**config.mk**
```make
export PLATFORM = sky130hd
export DESIGN_NAME = cache_cam_ctrl
export DESIGN_NICKNAME = d
export VERILOG_FILES = /design/src/rtl/cache_cam_ctrl.sv
export SDC_FILE = /design/constraint.sdc
export NUM_CORES = 1
export LEC_CHECK = 0
export ABC_AREA = 1
export CAP_MARGIN = 20
export CORE_UTILIZATION = 43
export DETAILED_ROUTE_END_ITERATION = 16
export GPL_TIMING_DRIVEN = 0
export HOLD_SLACK_MARGIN = 0.03
export PLACE_DENSITY = 0.83
export SLEW_MARGIN = 20
export SYNTH_ARGS = -nofsm -noshare
export SYNTH_HDL_FRONTEND = slang
export SYNTH_SLANG_ARGS = --single-unit
```
**constraint.sdc**
```tcl
create_clock -name clk -period 1.8 [get_ports clk]
set_clock_uncertainty 0.1 [all_clocks]
set_input_delay 0.36 -clock clk [delete_from_list [all_inputs] [get_ports clk]]
set_output_delay 0.36 -clock clk [all_outputs]
set_load 0.01 [all_outputs]
```
**src/rtl/cache_cam_ctrl.sv**
```systemverilog
// Request sequencer in front of cache_cam: issues one command at a time, ejects and retries full STOREs.
// Optional saturating event counters are enabled with CACHE_CAM_CTRL_STATS_EN.
package cache_cam_pkg;
  typedef enum logic [1:0] {CMD_NOP, CMD_STORE, CMD_VALID, CMD_DONE} cache_cam_cmd_e;
  typedef enum logic [1:0] {PAGE_FREE, PAGE_VALID, PAGE_DONE, PAGE_LOCKED} cache_page_status_e;
endpackage

module cache_cam_ctrl
  import cache_cam_pkg::*;
#(
  parameter int PAGES      = 32,
  parameter int KEY_WIDTH  = 14,
  parameter int DV_TIMEOUT = 8,
  parameter int RETRY_MAX  = 2,
  localparam int AWIDTH    = $clog2(PAGES)
) (
  input  logic                 clk,
  input  logic                 rst_n,
  input  logic                 req_valid,
  output logic                 req_ready,
  input  cache_cam_cmd_e       req_cmd,
  input  logic [KEY_WIDTH-1:0] req_key,
  output logic                 rsp_valid,
  input  logic                 rsp_ready,
  output logic [1:0]           rsp_code,
  output logic [AWIDTH-1:0]    rsp_addr,
  output cache_page_status_e   rsp_status,
  output logic                 cam_en,
  output cache_cam_cmd_e       cam_cmd,
  output logic [KEY_WIDTH-1:0] cam_key,
  output logic                 cam_clr_en,
  output logic [AWIDTH-1:0]    cam_clr_page_addr,
  input  logic [AWIDTH-1:0]    cam_page_addr,
  input  cache_page_status_e   cam_page_status,
  input  logic                 cam_page_found,
  input  logic                 cam_page_grant,
  input  logic                 cam_page_dv,
  input  logic [AWIDTH-1:0]    cam_eject_addr,
  input  logic                 cam_eject_valid,
  output logic                 eject_valid,
  output logic [AWIDTH-1:0]    eject_addr
`ifdef CACHE_CAM_CTRL_STATS_EN
  ,
  output logic [31:0]          stat_hit,
  output logic [31:0]          stat_alloc,
  output logic [31:0]          stat_miss,
  output logic [31:0]          stat_fail,
  output logic [31:0]          stat_eject
`endif
);

  // state | meaning
  // IDLE  | ready for a client request
  // ISSUE | cam_en strobe with captured cmd/key
  // WAIT  | waiting for cam_page_dv or timeout
  // EJECT | cam_clr_en strobe on a DONE page, then retry
  // RESP  | holding response until rsp_ready
  typedef enum logic [2:0] {S_IDLE, S_ISSUE, S_WAIT, S_EJECT, S_RESP} state_e;

  localparam int TW = $clog2(DV_TIMEOUT + 1);
  localparam int RW = $clog2(RETRY_MAX + 1);
  localparam logic [1:0] RSP_HIT = 2'd0, RSP_ALLOC = 2'd1, RSP_MISS = 2'd2, RSP_FAIL = 2'd3;

  state_e                 state, state_nxt;
  cache_cam_cmd_e         cmd_q, cmd_nxt, cam_cmd_nxt;
  logic [KEY_WIDTH-1:0]   key_q, key_nxt, cam_key_nxt;
  logic [RW-1:0]          retry_cnt, retry_nxt;
  logic [TW-1:0]          tmo_cnt, tmo_nxt;
  logic                   req_ready_nxt, rsp_valid_nxt, cam_en_nxt, clr_en_nxt, ev_valid_nxt;
  logic [1:0]             code_nxt, load_code;
  logic [AWIDTH-1:0]      addr_nxt, clr_addr_nxt, ev_addr_nxt;
  cache_page_status_e     status_nxt;
  logic                   rsp_load, eject_load;

  always_comb begin
    state_nxt     = state;
    req_ready_nxt = 1'b0;
    cmd_nxt       = cmd_q;
    key_nxt       = key_q;
    retry_nxt     = retry_cnt;
    tmo_nxt       = tmo_cnt;
    cam_en_nxt    = 1'b0;
    cam_cmd_nxt   = CMD_NOP;
    cam_key_nxt   = cam_key;
    clr_en_nxt    = 1'b0;
    clr_addr_nxt  = cam_clr_page_addr;
    ev_valid_nxt  = 1'b0;
    ev_addr_nxt   = eject_addr;
    rsp_valid_nxt = rsp_valid;
    code_nxt      = rsp_code;
    addr_nxt      = rsp_addr;
    status_nxt    = rsp_status;
    rsp_load      = 1'b0;
    load_code     = RSP_FAIL;
    eject_load    = 1'b0;
    case (state)
      S_IDLE: begin
        req_ready_nxt = 1'b1;
        if (req_valid && req_ready) begin
          cmd_nxt       = req_cmd;
          key_nxt       = req_key;
          retry_nxt     = '0;
          cam_en_nxt    = 1'b1;
          cam_cmd_nxt   = req_cmd;
          cam_key_nxt   = req_key;
          req_ready_nxt = 1'b0;
          state_nxt     = S_ISSUE;
        end
      end
      S_ISSUE: begin
        tmo_nxt   = '0;
        state_nxt = S_WAIT;
      end
      S_WAIT: begin
        if (cam_page_dv) begin
          if (cmd_q == CMD_STORE) begin
            if (cam_page_grant) begin
              rsp_load = 1'b1; load_code = RSP_ALLOC;
            end else if (cam_page_found) begin
              rsp_load = 1'b1; load_code = RSP_HIT;
            end else if (cam_eject_valid && (retry_cnt < RW'(RETRY_MAX))) begin
              eject_load = 1'b1;
            end else begin
              rsp_load = 1'b1; load_code = RSP_FAIL;
            end
          end else begin
            rsp_load  = 1'b1;
            load_code = cam_page_found ? RSP_HIT : RSP_MISS;
          end
        end else if (tmo_cnt == TW'(DV_TIMEOUT - 1)) begin
          rsp_load = 1'b1; load_code = RSP_FAIL;
        end else begin
          tmo_nxt = tmo_cnt + TW'(1);
        end
      end
      S_EJECT: begin
        retry_nxt   = retry_cnt + RW'(1);
        cam_en_nxt  = 1'b1;
        cam_cmd_nxt = cmd_q;
        state_nxt   = S_ISSUE;
      end
      S_RESP: begin
        if (rsp_ready) begin
          rsp_valid_nxt = 1'b0;
          req_ready_nxt = 1'b1;
          state_nxt     = S_IDLE;
        end
      end
      default: state_nxt = S_IDLE;
    endcase
    if (eject_load) begin
      clr_en_nxt   = 1'b1;
      clr_addr_nxt = cam_eject_addr;
      ev_valid_nxt = 1'b1;
      ev_addr_nxt  = cam_eject_addr;
      state_nxt    = S_EJECT;
    end
    // only hits and allocations carry a real page back to the client
    if (rsp_load) begin
      state_nxt     = S_RESP;
      rsp_valid_nxt = 1'b1;
      code_nxt      = load_code;
      if (load_code == RSP_HIT || load_code == RSP_ALLOC) begin
        addr_nxt   = cam_page_addr;
        status_nxt = cam_page_status;
      end else begin
        addr_nxt   = '0;
        status_nxt = PAGE_FREE;
      end
    end
  end

  always_ff @(posedge clk or negedge rst_n) begin
    if (!rst_n) begin
      state             <= S_IDLE;
      req_ready         <= 1'b0;
      cmd_q             <= CMD_NOP;
      key_q             <= '0;
      retry_cnt         <= '0;
      tmo_cnt           <= '0;
      cam_en            <= 1'b0;
      cam_cmd           <= CMD_NOP;
      cam_key           <= '0;
      cam_clr_en        <= 1'b0;
      cam_clr_page_addr <= '0;
      eject_valid       <= 1'b0;
      eject_addr        <= '0;
      rsp_valid         <= 1'b0;
      rsp_code          <= 2'd0;
      rsp_addr          <= '0;
      rsp_status        <= PAGE_FREE;
    end else begin
      state             <= state_nxt;
      req_ready         <= req_ready_nxt;
      cmd_q             <= cmd_nxt;
      key_q             <= key_nxt;
      retry_cnt         <= retry_nxt;
      tmo_cnt           <= tmo_nxt;
      cam_en            <= cam_en_nxt;
      cam_cmd           <= cam_cmd_nxt;
      cam_key           <= cam_key_nxt;
      cam_clr_en        <= clr_en_nxt;
      cam_clr_page_addr <= clr_addr_nxt;
      eject_valid       <= ev_valid_nxt;
      eject_addr        <= ev_addr_nxt;
      rsp_valid         <= rsp_valid_nxt;
      rsp_code          <= code_nxt;
      rsp_addr          <= addr_nxt;
      rsp_status        <= status_nxt;
    end
  end

`ifdef CACHE_CAM_CTRL_STATS_EN
  always_ff @(posedge clk or negedge rst_n) begin
    if (!rst_n) begin
      stat_hit   <= '0;
      stat_alloc <= '0;
      stat_miss  <= '0;
      stat_fail  <= '0;
      stat_eject <= '0;
    end else begin
      if (rsp_load && load_code == RSP_HIT   && stat_hit   != '1) stat_hit   <= stat_hit + 32'd1;
      if (rsp_load && load_code == RSP_ALLOC && stat_alloc != '1) stat_alloc <= stat_alloc + 32'd1;
      if (rsp_load && load_code == RSP_MISS  && stat_miss  != '1) stat_miss  <= stat_miss + 32'd1;
      if (rsp_load && load_code == RSP_FAIL  && stat_fail  != '1) stat_fail  <= stat_fail + 32'd1;
      if (eject_load && stat_eject != '1) stat_eject <= stat_eject + 32'd1;
    end
  end
`endif

endmodule
```
; Yosys cells after proc, flatten, opt, wreduce, memory -nomap -nowiden
; Index checks and enable logic that the tools add are counted.
[word_totals]
reg_bits = 45
input_bits = 36
output_inout_bits = 40
word_cells = 86
[op_classes]
add_sub_neg = 2
order_cmp = 1
eq_ne = 13
mux = 42
n_reduce_logical = 14
[ops]
columns = op, count
row1 = 2-to-1 mux 1 bit, 20
row2 = 2-to-1 mux 2 bit, 9
row3 = one-hot mux 3 bit (5 select lines), 1
row4 = 2-to-1 mux 3 bit, 4
row5 = 2-to-1 mux 4 bit, 2
row6 = inequality test 4 bit (second input constant), 2
row7 = one-hot mux 2 bit (2 select lines), 2
row8 = one-hot mux 4 bit (2 select lines), 1
row9 = nonzero test 2 bit, 4
row10 = == test 3 x 2 -> 1 bit (second input constant), 2
row11 = inequality test 2 bit (second input constant), 3
row12 = AND reduction 2 bit, 3
row13 = AND reduction 3 bit, 2
row14 = 2-to-1 mux 5 bit, 1
row15 = adder 4 x 1 -> 4 bit (second input constant), 1
row16 = == test 2 x 1 -> 1 bit (second input constant), 2
row17 = == test 4 x 3 -> 1 bit (second input constant), 1
row18 = one-hot mux 1 bit (2 select lines), 2
row19 = == test 3 x 1 -> 1 bit (second input constant), 1
row20 = == test 3 bit (second input constant), 1
row21 = logical NOT 3 bit, 1
row22 = inequality test 3 bit (second input constant), 1
row23 = adder 2 x 1 -> 2 bit (second input constant), 1
row24 = logical AND 1 bit, 2
row25 = other kinds (3), 3

; Longest topological paths before layout
[depth]
ltp_word = 10
depth_mapped = 8
depth_no_buf = 7

; Worst setup path after synthesis
; OpenSTA, ideal clock, no wires.
[synth_path]
path_type = register to register
from = register tmo_cnt[0]
to = register rsp_addr[0]
setup_ps = 117
t_arrival_ps = 1159
required_ps = 1583
slack_ps = 424
stages_incl_launch_ff = 8
path_buffers = 1
synth_period_minus_slack_ps = 1376
path_cell_list = dfrtp_1 ha_1 nand3_1 a21oi_2 nand2_1 buf_6 nand2_1 nand2_1
[synth_between]
elab_chain_len = 4
[synth_lines]
columns = element, line_no
row1 = "start, declared", 68  ; logic [TW-1:0] tmo_cnt, tmo_nxt;
row2 = "start signal, assigned", 198  ; tmo_cnt <= tmo_nxt;
row3 = == test 4 x 3 -> 1 bit, 130  ; end else if (tmo_cnt == TW'(DV_TIMEOUT - 1)) begin
row4 = 2-to-1 mux 1 bit, 130
row5 = 2-to-1 mux 1 bit, 115  ; if (cam_page_dv) begin
row6 = 2-to-1 mux 1 bit, 96  ; case (state)
row7 = "end signal, assigned", 208  ; rsp_addr <= addr_nxt;
row8 = "end, declared", 26  ; output logic [AWIDTH-1:0] rsp_addr,
; Every way passes these cells.
; A chain may end at the register's enable or synchronous reset.

; Final worst setup path
[layout_path]
from = register cam_key[0]
to = output cam_key[0]
[layout_lines]
columns = element, line_no
row1 = "start, declared", 30  ; output logic [KEY_WIDTH-1:0] cam_key,
row2 = "start signal, assigned", 201  ; cam_key <= cam_key_nxt;
; No word-level cell between the ends.

==> impl_metrics.ini <==
[synth]
yosys_warnings = 0
syn_inst = 227
ys_ff_latch = 45
ys_seq_area_share_pct = 57.62
synth.distinct_cells = 20
async_flop_share_pct = 100.0
syn_nets = 264
ys.flop_type = dfrtp_1
synth_edf_count = 0
synthesis.area_mm2 = 0.001954
synth.avg_cell_area_um2 = 8.610

[worst_setup_path]
worst_setup_path_end_kind = output pin
crit_type = reg2out
critical_path.top_delay_family = buffers and inverters
crit_slowest_cell = clkdlybuf4s50_1
reg2reg_from = tmo_cnt[0]
worstPathRequired_ns = 1.34
reg2reg_slack_ns = 0.24
worstPathCellList = clkdlybuf4s50_1
critPathMaxStageDelay_ns = 0.56
arrival_ns = 1.22
r2r_end = rsp_addr[4]
path_buf_inv = 1
r2r_cells = 7
path_max_fanout = 2
crit_path_start_kind = flip-flop

[final_layout]
final_util_pct = 66.49
fillCellCount = 348
antennaDiodeCount = 0
nets = 348
syn_to_final_growth_pct = 48.14
design_area_mm2 = 0.002895
final_layout_size_suffix_gt1_share_pct = 8.974

[global_routing]
antenna_found_initial = 0
grt_pass1_wl_mm = 7.714
grt_overflow_total = 0
grt_start_max_net_pins = 34
grt_pass1_vias = 1795
grt_util_all_layers_pct = 20.29

[pwr]
swShare_pct = 35.45
pwr-share-clk_pct = 15.0
powerDensity_mw_per_mm2 = 1404
p_sw_mw = 1.441
cellLeakagePower_nw = 1.566
power_frac_seq_pct = 41.1
ir_worst_vdd_mv = 0.8634
p_comb_share_pct = 44.0
internal_power_mw = 2.625

[routing]
vias = 1732
drt_wl_total_mm = 4.375
ant_nets = 0
drt_iter0_drc = 54
drtPass1Iterations = 4
wl_per_cell_um = 12.02
drc_errors = 0
via_per_inst = 4.758

[min_path]
hp-class = in2async

[sta]
setup_violations = 0
finalCritPeriodShare_pct = 93.39
slew-limit-headroom_pct = 78.36
fmax_mhz = 594.9
rsz0062_at_grt = no
slew_viol_final = 0
fin_crit_ns = 1.681
tightest_slew_ns = 0.3246
hold_viol_final = 0

[place]
dpl.hpwl_mm = 3.203
port_buffers = 75
routabilityCongestion = 0.7480
detailed_place.area_mm2 = 0.002785

[floorplan]
initial_utilization_pct = 44.89
die-area_mm2 = 0.004818
die_h_um = 69.42
placementRows = 24
coreArea_mm2 = 0.004354
ios = 76
fp.dieW_um = 69.42

[job]
maxCapViolations = 0

[clock_tree]
post-cts-setup-buffers = 0
root_buffer = clkbuf_8
clk_path_buf_depth = 2
cts_buffers = 5
cts_tree = built
cts_sinks = 45
clk_pin_slew_ns = 0.08
worstSkewPairLatency_ns = 0.30
htreeDepth = 2

[outcome]
status = finished clean
[cell usage in the layout (no fill, tap or decap), drive strengths merged]
cell and count:
nand3 20, inv 16, clkinv 3, nand4 2, o21ai 8, a21oi 2, dfrtp 45, xnor2 2
nor2 8, clkdlybuf4s50 67, ha 1, nand2 113, dlymetal6s2s 7, clkbuf 6, dlygate4sd3 1, buf 11
[state kept, by name (all words and copies together), names as in the netlist]
name / flops
cam_cmd: 2
cam_en: 1
cam_key: 14
cmd_q: 2
eject_addr: 5
eject_valid: 1
req_ready: 1
retry_cnt: 2
rsp_addr: 5
rsp_code: 2
rsp_status: 2
rsp_valid: 1
state: 3
tmo_cnt: 4
[power groups by stage]
stage / Clock [mW] / Sequential, mW / Combinational [mW]
5_1_grt: 0.658 / 1.73 / 1.99
3_5_place_dp: 0 / 1.68 / 1.82
2_1_floorplan: 0 / 1.81 / 0.727
6_report: 0.609 / 1.67 / 1.79
4_1_cts: 0.619 / 1.67 / 1.83
3_3_place_gp: 0 / 1.67 / 1.76
[how the worst max path moves through the flow]
stage / depth (start not counted) / from / to
global route: 1 / eject_addr[1] / cam_clr_page_addr[1]
global placement: 1 / rst_n / rsp_addr[0]
floorplan: 7 / tmo_cnt[0] / rsp_addr[0]
detailed placement: 6 / req_valid / cam_key[5]
CTS: 2 / eject_addr[2] / eject_addr[2]
finish: 1 / cam_key[0] / cam_key[0]
[synthesized netlist by cell type, types with 2 or more instances]
master   instances  area, um^2
nand3_2          3       30.03
inv_2            2       7.510
buf_6            2       22.52
buf_4            6       45.04
nor2_1           6       22.52
dfrtp_1         45        1126
inv_1           14       52.55
nand3_1         17       85.08
o21ai_0          8       40.04
xnor2_1          2       17.52
nand2_1        113       424.2
[kinds of logic after synthesis]
kind of cell	after synthesis	share of synthesized area, %
AOI/OAI and AO/OA	10	2.753
DFF	45	57.62
xor gates and xnor gates	2	0.8965
buffers and inverters	26	7.042
adders and majority gates	1	0.6401
and+or+nand+nor	143	31.05
[per-stage QoR]
step / setup TNS [ns] / worst slack, ns / power (mW) / hold WS, ns / instances
3_3_place_gp: -42.67 / -0.9505 / 3.432 / 0.3524 / 354
6_report: 0 / 0.1190 / 4.066 / 0.3753 / 364
4_1_cts: 0 / 0.01275 / 4.119 / 0.3785 / 364
5_1_grt: 0 / 0.07318 / 4.372 / 0.3947 / 364
2_1_floorplan: 0 / 0.4244 / 2.535 / -0.03559 / 227
3_5_place_dp: 0 / 0.06834 / 3.499 / 0.1779 / 355
[timing repair]
action | 4_1_cts | 5_1_grt
endpoints found under the hold margin | 12 | 0
endpoints found under the setup margin | 0 | 7
gates resized for setup | 0 | 7
hold buffers | 1 | 0
[area by class of cell]
class | count | area [um^2] | area share, %
Buffer | 9 | 72.57 | 2.506
Clock buffer | 6 | 72.57 | 2.506
Clock inverter | 2 | 10.01 | 0.3457
Inverter | 17 | 65.06 | 2.247
Multi-Input combinational cell | 156 | 690.7 | 23.85
Sequential cell | 45 | 1126 | 38.89
Tap cell | 52 | 65.06 | 2.247
Timing Repair Buffer | 77 | 793.3 | 27.40
[per-layer routing]
layer / vias up / GRT usage, % / share of wire, %
met4: 0 / 8.844 / 1.8
met5: - / 0 / 0
li1: 867 / - / -
met2: 51 / 34.84 / 48
met1: 806 / 23.81 / 44
met3: 8 / 5.378 / 6.0
No activity file was read; power rests on OpenSTA's default activity.
